**config.mk**
```make
export PLATFORM = sky130hd
export DESIGN_NAME = axi_stream_packet_scheduler_flat
export DESIGN_NICKNAME = d
export VERILOG_FILES = /design/src/rtl/axi_stream_packet_scheduler_if.sv /design/src/rtl/axi_stream_packet_scheduler.sv /design/src/flat_wrapper.sv
export SDC_FILE = /design/constraint.sdc
export NUM_CORES = 1
export LEC_CHECK = 0
export ABC_CLOCK_PERIOD_IN_PS = 3100
export BUFFER_PORTS_ARGS = -buffer_cell sky130_fd_sc_hd__buf_2
export CORE_ASPECT_RATIO = 0.9
export CORE_UTILIZATION = 42
export DETAILED_ROUTE_END_ITERATION = 16
export PLACE_DENSITY = 0.89
export SETUP_SLACK_MARGIN = 0.5
export SYNTH_ARGS = -nofsm -noshare
export SYNTH_HDL_FRONTEND = slang
export SYNTH_SLANG_ARGS = --single-unit
```
**constraint.sdc**
```tcl
create_clock -name aclk -period 3.1 [get_ports aclk]
set_clock_uncertainty 0.1 [all_clocks]
set_input_delay 0.155 -clock aclk [delete_from_list [all_inputs] [get_ports aclk]]
set_output_delay 0.155 -clock aclk [all_outputs]
set_load 0.01 [all_outputs]
```
**src/rtl/axi_stream_packet_scheduler_if.sv**
```systemverilog
// Stream bundle between NUM packet sources, the scheduler and the merged downstream port.
// master modport is the scheduler's view; slave is the source/sink environment view.
interface axi_stream_packet_scheduler_if #(
  parameter int NUM   = 4,
  parameter int DSIZE = 32
);
  logic [NUM*DSIZE-1:0] s_tdata;
  logic [NUM-1:0]       s_tvalid;
  logic [NUM-1:0]       s_tlast;
  logic [NUM-1:0]       s_tready;
  logic [DSIZE-1:0]     m_tdata;
  logic                 m_tvalid;
  logic                 m_tlast;
  logic                 m_tready;

  modport master (
    input  s_tdata, s_tvalid, s_tlast, m_tready,
    output s_tready, m_tdata, m_tvalid, m_tlast
  );

  modport slave (
    output s_tdata, s_tvalid, s_tlast, m_tready,
    input  s_tready, m_tdata, m_tvalid, m_tlast
  );
endinterface

```
**src/rtl/axi_stream_packet_scheduler.sv**
```systemverilog
// Packet-locked round-robin merge of NUM streams; 1-cycle grant latency, one idle cycle between packets.
// Sources see m_tready only while granted; admission waits for MAX_PKT words of downstream space. Optional stall timeout: AXI_PKT_SCHED_STALL_TIMEOUT_EN.
module axi_stream_packet_scheduler #(
  parameter int NUM     = 4,
  parameter int DSIZE   = 32,
  parameter int MAX_PKT = 256,
  parameter int TIMEOUT = 1024
) (
  input  logic                      aclk,
  input  logic                      rst,
  axi_stream_packet_scheduler_if.master bus,
  input  logic [15:0]               down_empty_size,
  output logic [$clog2(NUM)-1:0]    grant_id,
  output logic                      busy,
  output logic                      oversize_err,
  output logic                      stall_err
);

  localparam int IW = $clog2(NUM);
  localparam logic [15:0] MAX_PKT_W = 16'(MAX_PKT);
  localparam logic [15:0] MAX_PKT_M1 = 16'(MAX_PKT - 1);

  if (NUM < 2 || NUM > 16 || MAX_PKT < 1 || MAX_PKT > 65535 || TIMEOUT < 1) begin : g_param_chk
    $error("axi_stream_packet_scheduler: parameter out of range");
  end

  typedef enum logic [0:0] {IDLE = 1'b0, XFER = 1'b1} state_t;

  state_t         r_state;
  state_t         w_state_nxt;
  logic [IW-1:0]  r_rr_ptr;
  logic [IW-1:0]  r_grant_id;
  logic [15:0]    r_beat_cnt;
  logic           r_oversize_err;

  logic           w_credit_ok;
  logic           w_found;
  logic [IW-1:0]  w_winner;
  logic [IW-1:0]  w_cand;
  logic           w_src_vld;
  logic           w_src_last;
  logic           w_hs;

  // Explicit wrap so non-power-of-two NUM never lands on an unused index.
  function automatic logic [IW-1:0] wrap_inc(input logic [IW-1:0] p);
    return (p == IW'(NUM - 1)) ? '0 : p + 1'b1;
  endfunction

  assign w_credit_ok = (down_empty_size >= MAX_PKT_W);
  assign w_src_vld   = bus.s_tvalid[r_grant_id];
  assign w_src_last  = bus.s_tlast[r_grant_id];
  assign w_hs        = (r_state == XFER) && w_src_vld && bus.m_tready;

  always_comb begin
    w_found  = 1'b0;
    w_winner = '0;
    w_cand   = r_rr_ptr;
    for (int k = 0; k < NUM; k++) begin
      if (!w_found && bus.s_tvalid[w_cand]) begin
        w_found  = 1'b1;
        w_winner = w_cand;
      end
      w_cand = wrap_inc(w_cand);
    end
  end

  always_comb begin
    w_state_nxt  = r_state;
    bus.s_tready = '0;
    bus.m_tdata  = '0;
    bus.m_tvalid = 1'b0;
    bus.m_tlast  = 1'b0;
    case (r_state)
      IDLE: begin
        if (w_credit_ok && w_found) w_state_nxt = XFER;
      end
      XFER: begin
        bus.m_tdata              = bus.s_tdata[r_grant_id*DSIZE +: DSIZE];
        bus.m_tvalid             = w_src_vld;
        bus.m_tlast              = w_src_last;
        bus.s_tready[r_grant_id] = bus.m_tready;
        if (w_hs && w_src_last) w_state_nxt = IDLE;
      end
      default: w_state_nxt = IDLE;
    endcase
  end

  always_ff @(posedge aclk or posedge rst) begin
    if (rst) begin
      r_state <= IDLE;
    end else begin
      r_state <= w_state_nxt;
    end
  end

  always_ff @(posedge aclk or posedge rst) begin
    if (rst) begin
      r_rr_ptr       <= '0;
      r_grant_id     <= '0;
      r_beat_cnt     <= '0;
      r_oversize_err <= 1'b0;
    end else begin
      if (r_state == IDLE && w_state_nxt == XFER) begin
        r_grant_id <= w_winner;
        r_beat_cnt <= '0;
      end
      if (w_hs) begin
        if (w_src_last) begin
          r_beat_cnt <= '0;
          r_rr_ptr   <= wrap_inc(r_grant_id);
        end else if (r_beat_cnt != 16'hFFFF) begin
          r_beat_cnt <= r_beat_cnt + 16'd1;
        end
        // The packet still flows; the flag only records that it ran long.
        if (!w_src_last && r_beat_cnt == MAX_PKT_M1) r_oversize_err <= 1'b1;
      end
    end
  end

`ifdef AXI_PKT_SCHED_STALL_TIMEOUT_EN
  logic [15:0] r_stall_cnt;
  logic        r_stall_err;

  always_ff @(posedge aclk or posedge rst) begin
    if (rst) begin
      r_stall_cnt <= '0;
      r_stall_err <= 1'b0;
    end else begin
      if (r_state != XFER || w_state_nxt != XFER || w_hs) begin
        r_stall_cnt <= '0;
      end else if (!w_src_vld && r_stall_cnt != 16'hFFFF) begin
        r_stall_cnt <= r_stall_cnt + 16'd1;
      end
      if (r_state == XFER && r_stall_cnt >= 16'(TIMEOUT)) r_stall_err <= 1'b1;
    end
  end

  assign stall_err = r_stall_err;
`else
  assign stall_err = 1'b0;
`endif

  assign grant_id     = r_grant_id;
  assign busy         = (r_state == XFER);
  assign oversize_err = r_oversize_err;

endmodule

```
**src/flat_wrapper.sv**
```systemverilog
// flat-port wrapper written by rule: the top's interface ports become plain ports
module axi_stream_packet_scheduler_flat 
#(
  parameter int NUM     = 4,
  parameter int DSIZE   = 32,
  parameter int MAX_PKT = 256,
  parameter int TIMEOUT = 1024
)
  (aclk, rst, down_empty_size, grant_id, busy, oversize_err, stall_err, bus_s_tdata, bus_s_tvalid, bus_s_tlast, bus_m_tready, bus_s_tready, bus_m_tdata, bus_m_tvalid, bus_m_tlast);
  axi_stream_packet_scheduler_if #(.NUM(NUM), .DSIZE(DSIZE)) bus_i ();
  input  logic aclk;
  input  logic rst;
  input  logic [15:0] down_empty_size;
  output logic [$clog2(NUM)-1:0] grant_id;
  output logic busy;
  output logic oversize_err;
  output logic stall_err;
  input wire logic [$bits(bus_i.s_tdata)-1:0] bus_s_tdata;
  input wire logic [$bits(bus_i.s_tvalid)-1:0] bus_s_tvalid;
  input wire logic [$bits(bus_i.s_tlast)-1:0] bus_s_tlast;
  input wire logic [$bits(bus_i.m_tready)-1:0] bus_m_tready;
  output wire logic [$bits(bus_i.s_tready)-1:0] bus_s_tready;
  output wire logic [$bits(bus_i.m_tdata)-1:0] bus_m_tdata;
  output wire logic [$bits(bus_i.m_tvalid)-1:0] bus_m_tvalid;
  output wire logic [$bits(bus_i.m_tlast)-1:0] bus_m_tlast;
  assign bus_i.s_tdata = bus_s_tdata;
  assign bus_i.s_tvalid = bus_s_tvalid;
  assign bus_i.s_tlast = bus_s_tlast;
  assign bus_i.m_tready = bus_m_tready;
  assign bus_s_tready = bus_i.s_tready;
  assign bus_m_tdata = bus_i.m_tdata;
  assign bus_m_tvalid = bus_i.m_tvalid;
  assign bus_m_tlast = bus_i.m_tlast;
  axi_stream_packet_scheduler #(.NUM(NUM), .DSIZE(DSIZE), .MAX_PKT(MAX_PKT), .TIMEOUT(TIMEOUT)) u_core (.aclk(aclk), .rst(rst), .bus(bus_i), .down_empty_size(down_empty_size), .grant_id(grant_id), .busy(busy), .oversize_err(oversize_err), .stall_err(stall_err));
endmodule
```
==> metrics.csv <==
metric,value,unit
grt-ovfl-total,0,
grt_pass1_vias,3007,
p_per_area,719,nW/µm²
wl_per_cell,17.8,µm
via_per_inst,5.63,
seqCellArea,553,µm²
drive_above_1_share,54.4,%
port_buffers,188,
place.gp.congestion,0.936,
fin_crit,2440,ps
tightest_slew,871,ps
maxCapViolations,0,
dieArea,6830,µm²
cts_tree,done,
cts_root_buf,clkbuf_8,
die_w,87.0,µm
max_stage_delay,440,ps
async_flop_share,100,%
synth_flop_cell,dfrtp_1,
critPathBufInv,1,
dr.pass1.iters,5,
layout.nets,618,
final_cell_mix,"188 x buf_2, 38 x and2_1, 34 x mux4_2",
syn_inst,277,
required,3190,ps
totalWireLength,9690,µm
clock.fmax,410,MHz
slew_headroom,41.9,%
grt_use_total,28.0,%
setup_viol,0,
synth_warnings,0,
critical_path.startpoint_type,register,
area_delta_synth_final,39.0,%
synth-edff-count,0,
clock_latency,270,ps
die_h,78.5,µm
cts-htree-levels,1,
cts_sinks,22,
final_max_slew_viol_count,0,
hold_ws,-42.8,ps
finalHoldViolCount,22,
status,"finished, violations left",
ir_drop,0.488,mV
fillers,572,
clk_pin_slew,80,ps
syn-num-nets,438,
mostFrequentLayoutCell,buf_2,
row_count,27,
cp_top_family,simple AND/OR/NAND/NOR gates,
violations,hold timing,
ys_ff_latch,22,
start_util,44.0,%
vias,3066,
cp_max_fo,38,
syn_avg_cell_area,9.87,µm²
setup.worst_path.class,reg2reg,
cts_hold_buf,0,
pre_cts_ws,382,ps
tns,0,ps
synth_area,2730,µm²
pin_count,198,
ant_nets,0,
p_leak,0.00181,µW
yosysUniqueCellTypes,57,
drt_iter0_drc,147,
multiInputGateArea,2010,µm²
crit_chain,buf_4 > mux4_2 > and3_4 > a211o_4 > or3_1 > o211ai_2,
grt_pass1_wl,14800,µm
numCtsBuffers,3,
grt_setup_unrepaired,no,
ys_seq_area_share,20.1,%
grt_max_degree,39,
layout_worst_path_cycle_share,78.8,%
crit_slowest_cell,mux4_2,
place_hpwl,7870,µm
finalWorstSetupSlack,659,ps
min_path_type,in2async,
antenna_found_initial,2,
drc,0,
clock_path_buffers,2,
core_area,6220,µm²
worst_setup_path_end_kind,register,
cp.arrival,2530,ps
[layout make-up]
class	count	area share, %
Antenna cell	2	0.132
Tap cell	87	2.87
Inverter	19	1.88
Clock buffer	4	1.19
Sequential cell	22	14.6
Multi-Input combinational cell	215	53.0
Timing Repair Buffer	196	26.4
[cells by family (layout without fill, tap and decap cells)]
family | Yosys count | count (layout) | share of synthesized area (%)
other | 1 | 3 | 0.137
xor gates and xnor gates | 1 | 1 | 0.321
buffers and inverters | 40 | 219 | 6.41
DFF | 22 | 22 | 20.1
adders and majority gates | 6 | 6 | 2.75
muxes | 41 | 41 | 31.3
AOI/OAI and AO/OA | 57 | 57 | 16.3
and+or+nand+nor | 109 | 109 | 22.7
[registers in the layout (all words and copies together), names as in the netlist]
register and cells:
u_core.r_beat_cnt 16, u_core.busy 1, u_core.oversize_err 1, u_core.r_rr_ptr 2
u_core.grant_id 2
[through the flow]
stage          std cells  util, %  hold WS [ps]  total power [µW]  instance area, µm²
2_1_floorplan        277        -          44.2              1880                2730
3_3_place_gp         538     60.0           273              2460                3730
3_5_place_dp         538     60.0           289              2520                3730
4_1_cts              543     60.9          6.55              2730                3780
5_1_grt              545     61.1          56.6              2960                3800
6_report             545     61.1         -42.8              2730                3800
[where the power goes]
part,internal (µW),switching (µW)
Combinational,1080,1060
Sequential,332,69.9
Clock,91.7,93.0
[repair_timing]
item	CTS	global route
setup endpoints to repair	5	17
pin swaps	1	0
gates cloned	0	0
buffers inserted	1	0
gates resized for setup	0	3
[cells in the mapped netlist, drive strengths merged (2+ instances only)]
master / n / area, µm²
nand2: 13 / 48.8
or3: 6 / 37.5
nor2: 11 / 41.3
a211o: 3 / 35.0
a211oi: 3 / 27.5
a31oi: 2 / 12.5
inv: 19 / 71.3
a311oi: 2 / 17.5
o22ai: 2 / 12.5
a22oi: 2 / 15.0
clkbuf: 10 / 37.5
o31ai: 3 / 22.5
nand4: 6 / 37.5
and2: 38 / 238
mux2i: 4 / 40.0
mux4: 35 / 792
nand3: 11 / 55.1
o211ai: 7 / 77.6
o21ai: 15 / 75.1
and3: 8 / 55.1
and4: 2 / 17.5
mux2: 2 / 22.5
dfrtp: 22 / 551
a41oi: 2 / 17.5
a21o: 4 / 30.0
nor2b: 3 / 18.8
ha: 6 / 75.1
buf: 11 / 66.3
nor3: 2 / 10.0
nor4: 4 / 25.0
[metal layers]
metal  vias to the layer above  share of wire [%]  track usage, %
met2                       149                 51            46.1
met1                      1467                 39            36.0
met3                        16                8.0            5.99
met5                         -                  0               0
met4                         0                2.5            10.3
li1                       1434                  -               -
[final timing paths]
| kind | start | endpoint | slack (ps) | depth (start not counted) |
|---|---|---|---|---|
| setup / recovery | u_core.grant_id[1] | u_core.r_beat_cnt[15] | 660 | 6 |
| max in group asynchronous | rst | u_core.grant_id[0] | 2350 | 2 |
| hold / removal | rst | u_core.r_rr_ptr[0] | -40 | 2 |
| hold reg to reg | u_core.oversize_err | u_core.oversize_err | 400 | 1 |
| min in group aclk | u_core.oversize_err | u_core.oversize_err | 400 | 1 |
| setup reg to reg | u_core.grant_id[1] | u_core.r_beat_cnt[15] | 660 | 6 |
No activity file was read; power rests on OpenSTA's default activity.
